<file path="src/rtl/instruction_fetch_unit.sv">
// ============================================================================
// Module  : instruction_fetch_unit
// Brief   : MIPS fetch stage. Owns the PC, reads the instruction memory and
//           loads the IF/ID pipeline register.
// Revision: 1.0 - initial release
// ============================================================================
`default_nettype none

module instruction_fetch_unit #(
  parameter logic [31:0] RESET_PC  = 32'h0000_0000,
  parameter int          MEM_WORDS = 128
) (
  input  logic        Clk,
  input  logic        Rst,
  input  logic        Stall,
  input  logic        Flush,
  input  logic        Redirect,
  input  logic [31:0] RedirectTarget,
  output logic [31:0] InstrAddress,
  input  logic [31:0] InstrIn,
  output logic [31:0] PC,
  output logic [31:0] IF_ID_Instruction,
  output logic [31:0] IF_ID_PCPlus4,
  output logic        IF_ID_Valid,
  output logic        AddrFault,
  output logic [31:0] FetchCount
);

  localparam logic [31:0] C_MEM_WORDS = 32'(MEM_WORDS);

  typedef enum logic [0:0] {
    S_RUN   = 1'b0,
    S_FAULT = 1'b1
  } state_e;

  state_e      state_q, state_d;
  logic [31:0] pc_q, pc_d;
  logic [31:0] instr_q, instr_d;
  logic [31:0] pcp4_q, pcp4_d;
  logic        valid_q, valid_d;
  logic [31:0] count_q, count_d;

  logic [31:0] w_pc_plus4;
  logic [31:0] w_word_idx;
  logic        w_idx_oob;
  logic        w_tgt_misaligned;

  assign w_pc_plus4       = pc_q + 32'd4;
  assign w_word_idx       = {2'b00, pc_q[31:2]};
  assign w_idx_oob        = (w_word_idx >= C_MEM_WORDS);
  assign w_tgt_misaligned = (RedirectTarget[1:0] != 2'b00);

  always_ff @(posedge Clk) begin
    if (Rst) begin
      state_q <= S_RUN;
      pc_q    <= RESET_PC;
      instr_q <= 32'd0;
      pcp4_q  <= 32'd0;
      valid_q <= 1'b0;
      count_q <= 32'd0;
    end else begin
      state_q <= state_d;
      pc_q    <= pc_d;
      instr_q <= instr_d;
      pcp4_q  <= pcp4_d;
      valid_q <= valid_d;
      count_q <= count_d;
    end
  end

  // Priority inside RUN: address fault, then redirect, then stall, then advance.
  always_comb begin
    state_d = state_q;
    pc_d    = pc_q;
    instr_d = instr_q;
    pcp4_d  = pcp4_q;
    valid_d = valid_q;
    count_d = count_q;

    case (state_q)
      S_RUN: begin
        if (w_idx_oob || (Redirect && w_tgt_misaligned)) begin
          state_d = S_FAULT;
          instr_d = 32'd0;
          pcp4_d  = 32'd0;
          valid_d = 1'b0;
        end else if (Redirect) begin
          pc_d    = RedirectTarget;
          instr_d = 32'd0;
          pcp4_d  = 32'd0;
          valid_d = 1'b0;
        end else if (Stall) begin
          if (Flush) begin
            instr_d = 32'd0;
            pcp4_d  = 32'd0;
            valid_d = 1'b0;
          end
        end else begin
          pc_d = w_pc_plus4;
          if (Flush) begin
            instr_d = 32'd0;
            pcp4_d  = 32'd0;
            valid_d = 1'b0;
          end else begin
            instr_d = InstrIn;
            pcp4_d  = w_pc_plus4;
            valid_d = 1'b1;
            count_d = count_q + 32'd1;
          end
        end
      end

      S_FAULT: begin
        instr_d = 32'd0;
        pcp4_d  = 32'd0;
        valid_d = 1'b0;
      end

      default: begin
        state_d = S_FAULT;
        instr_d = 32'd0;
        pcp4_d  = 32'd0;
        valid_d = 1'b0;
      end
    endcase
  end

  assign InstrAddress      = pc_q;
  assign PC                = pc_q;
  assign IF_ID_Instruction = instr_q;
  assign IF_ID_PCPlus4     = pcp4_q;
  assign IF_ID_Valid       = valid_q;
  assign AddrFault         = (state_q == S_FAULT);
  assign FetchCount        = count_q;

endmodule

`default_nettype wire

</file>
<file path="config.mk">
export PLATFORM = sky130hd
export DESIGN_NAME = instruction_fetch_unit
export DESIGN_NICKNAME = d
export VERILOG_FILES = /design/src/rtl/instruction_fetch_unit.sv
export SDC_FILE = /design/constraint.sdc
export NUM_CORES = 1
export LEC_CHECK = 0
export BUFFER_PORTS_ARGS = -buffer_cell sky130_fd_sc_hd__buf_2
export CAP_MARGIN = 20
export CORE_ASPECT_RATIO = 1.5
export CORE_UTILIZATION = 53
export CTS_BUF_LIST = sky130_fd_sc_hd__clkbuf_8
export CTS_CLUSTER_DIAMETER = 150
export DETAILED_ROUTE_END_ITERATION = 7
export GPL_TIMING_DRIVEN = 1
export PLACE_DENSITY = 0.88
export SYNTH_ARGS = -nofsm -noshare
export SYNTH_HDL_FRONTEND = slang
export SYNTH_SLANG_ARGS = --single-unit
</file>
<file path="constraint.sdc">
create_clock -name Clk -period 4.9 [get_ports Clk]
set_input_delay 0.245 -clock Clk [delete_from_list [all_inputs] [get_ports Clk]]
set_output_delay 0.245 -clock Clk [all_outputs]
set_load 0.02 [all_outputs]
</file>
==> metrics <==
I/O pin total=231; Synthesis Warnings=0; count leader, synth=dfxtp_1; Hold WC Path Type=in2reg; worst-path fanout max=15; final core occ=68.9%; crit path capture type=flop; multiplexer share of the synthesized area=7.80%; Synth area leader=dfxtp_1; CTS sink count=130; Fmax=366 MHz; Req. time, crit path=5.25 ns; initial antenna violation count=0; Distinct cells, synth=41; CP top delay family=simple AND/OR/NAND/NOR gates; cts bufs inserted=17; top cell type's share of synthesized area=between 40 and 50%; htree depth=4; Starting DRT DRC Count=195; Final HPWL DP=10.5 mm; Die Span Y=124 um; FP Rows=between 40 and 50; Final setup viols=0; nets=between 800 and 900; Worst setup SP type=flop; RSZ-0062 raised after global routing=false; Initial Utilization=54.7%; gp weighted congestion=0.886; worst rel slew slack=approximately two fifths; vias in the first global route=roughly 4800; Area Overhead vs Synth=26.1%; Antenna Nets Post-Route=0; CP bufs+invs=0; die width=83.6 um; Placeable Area=9690 um2; GRT Residual Overflow=0; register bit total from synthesis=130; Max clock buf depth=2; total power=2.34 mW; routed length per instance=16.2 um; sequential share of the synthesized area=~49%; Root Buffer=clkbuf_8; drt total wl=about 15 mm; critical path data arrival time=3.08 ns; Placement Cell Area=roughly 6300 um2; 1st-pass router iterations=5; Worst Hold Depth=3; Hold Fails Final Rpt=0; XOR/XNOR Fraction of Synth Area=3.14%; post-CTS setup buffer count=0; layout cells sized above 1=between 30% and 40%; DIE AREA=10400 um2; clk_lat worst skew=about 0.42 ns; adder-cell share of the synthesized area=0.709%; Mapped Nets=approximately 660; fill cell count=784; Tot GR Track Use=between 20 and 30%; largest family of logic cells by synthesized area=simple AND/OR/NAND/NOR gates; ant diodes=0; status=completed; peak supply drop=about 0.28 mV; top post-synthesis cells by count=dfxtp_1, nor2_1, a21oi_1; crit path cell chain=nor4_1 -> nand4_1 -> or4_4 -> or4_1 -> a21oi_1; Post-synth EDFFs=0; largest stage delay on the critical path=0.73 ns; vias per cell=5.54; Post-Synthesis Cells=587; CTS resizes=0; largest net degree at the start of global routing=72; top cells by area, synth=dfxtp_1, mux2i_1, nor2_1; detailed-route DRC error count=0; global-route wire length before repair=23.1 mm; critical path class=reg2reg; post-synthesis cell area=5300 um2; Hold WS=~0.053 ns; Leak=3.25 nW; ys async rst share=0%; Synth Area in Compound Gates=9.64%; DR vias=4987; Post-Synth Simple-Gate Area=21.9%; max-cap violations=0; setup TNS=0 ns; max-slew violation count=0; Most used DFF post-synth=dfxtp_1; Tightest Pin Transition=0.890 ns; CTS tree=yes; clk slew on worst S/H paths=0.09 ns; final worst path period need=2.73 ns; CTS Hold Buffers Added=0; PwrDens=351 nW/um2; Crit-path slowest cell=or4_4; I/O Buffers=230; final worst-path cycle share=55.8%; Worst Clk Skew=0.0117 ns; post-route cell area=6680 um2; Levels on crit path=5; synthesized area per cell=between 9 and 10 um2; Reg2Reg Depth=5
==> cell usage in the layout, fill, tap and decap left out, drive strengths merged, types with 11 or more instances in the layout <==
cell type  synthesis  final
nand3             20     20
nor4              12     12
or3               11     11
o21ai             16     16
xor2              15     15
nor2              90     90
nand4             13     13
nand2             23     23
mux2i             39     39
clkbuf            34     17
buf               35    235
dfxtp            130    130
a21oi             49     49
and3              25     25
==> per-stage QoR <==
step,instances,worst slack [ns]
after floorplan,587,2.38
after global placement,867,2.27
after detailed placement,868,2.18
after CTS,900,2.22
after global routing,900,2.06
final,900,2.17
==> path summary, 6_finish.rpt <==
| kind | startpoint | endpoint | slack (ns) |
|---|---|---|---|
| max | InstrAddress[9]$_SDFFE_PP0P_ | FetchCount[20]$_SDFFE_PP0P_ | 2.17 |
| min | InstrIn[18] | IF_ID_Instruction[18]$_SDFFE_PP0P_ | 0.05 |
| max reg2reg | InstrAddress[9]$_SDFFE_PP0P_ | FetchCount[20]$_SDFFE_PP0P_ | 2.17 |
| min reg2reg | IF_ID_Valid$_SDFFE_PP0P_ | IF_ID_Valid$_SDFFE_PP0P_ | 0.47 |
==> cell type report <==
type | instances | area, um2 | area share (%)
clock buffers | 17 | 234 | 3.50
clock inverters | 15 | 183 | 2.74
multi-input cells | 381 | 2300 | 34.4
flip-flops and latches | 130 | 2600 | 39.0
inverters | 7 | 26.3 | 0.393
well taps | 115 | 144 | 2.15
repair buffers | 235 | 1190 | 17.9
==> registers in the layout (all words and copies together), names as in the netlist <==
signal	cells
AddrFault	1
IF_ID_Valid	1
IF_ID_Instruction	32
IF_ID_PCPlus4	32
FetchCount	32
InstrAddress	32
==> routing by layer <==
layer,track usage [%],routed length [um]
met5,0,0
met1,32.4,5800
met4,11.5,308
met3,6.96,1020
met2,46.9,7470
==> worst register-to-register path, delay by kind of cell, from the launching register on <==
kind / cells / cell delay, ns
AOI/OAI and AO/OA: 1 / 0.15
DFF: 1 / 0.40
and+or+nand+nor: 4 / 2.12
==> kinds of logic (layout without fill, tap and decap cells) <==
kind of cell,Yosys count,in the layout
mux,41,41
simple gates,229,229
compound gates,89,89
buf+inv,76,274
xor+xnor,19,19
flops,130,130
fa+ha+maj,3,3
==> report_power, final <==
part,internal [mW],total (mW),switching (mW)
Combinational,0.0987,0.282,0.183
Sequential,1.08,1.11,0.0295
Clock,0.507,0.950,0.443
Total,1.68,2.34,0.656
Note: power is estimated with default switching activity, not from simulation.
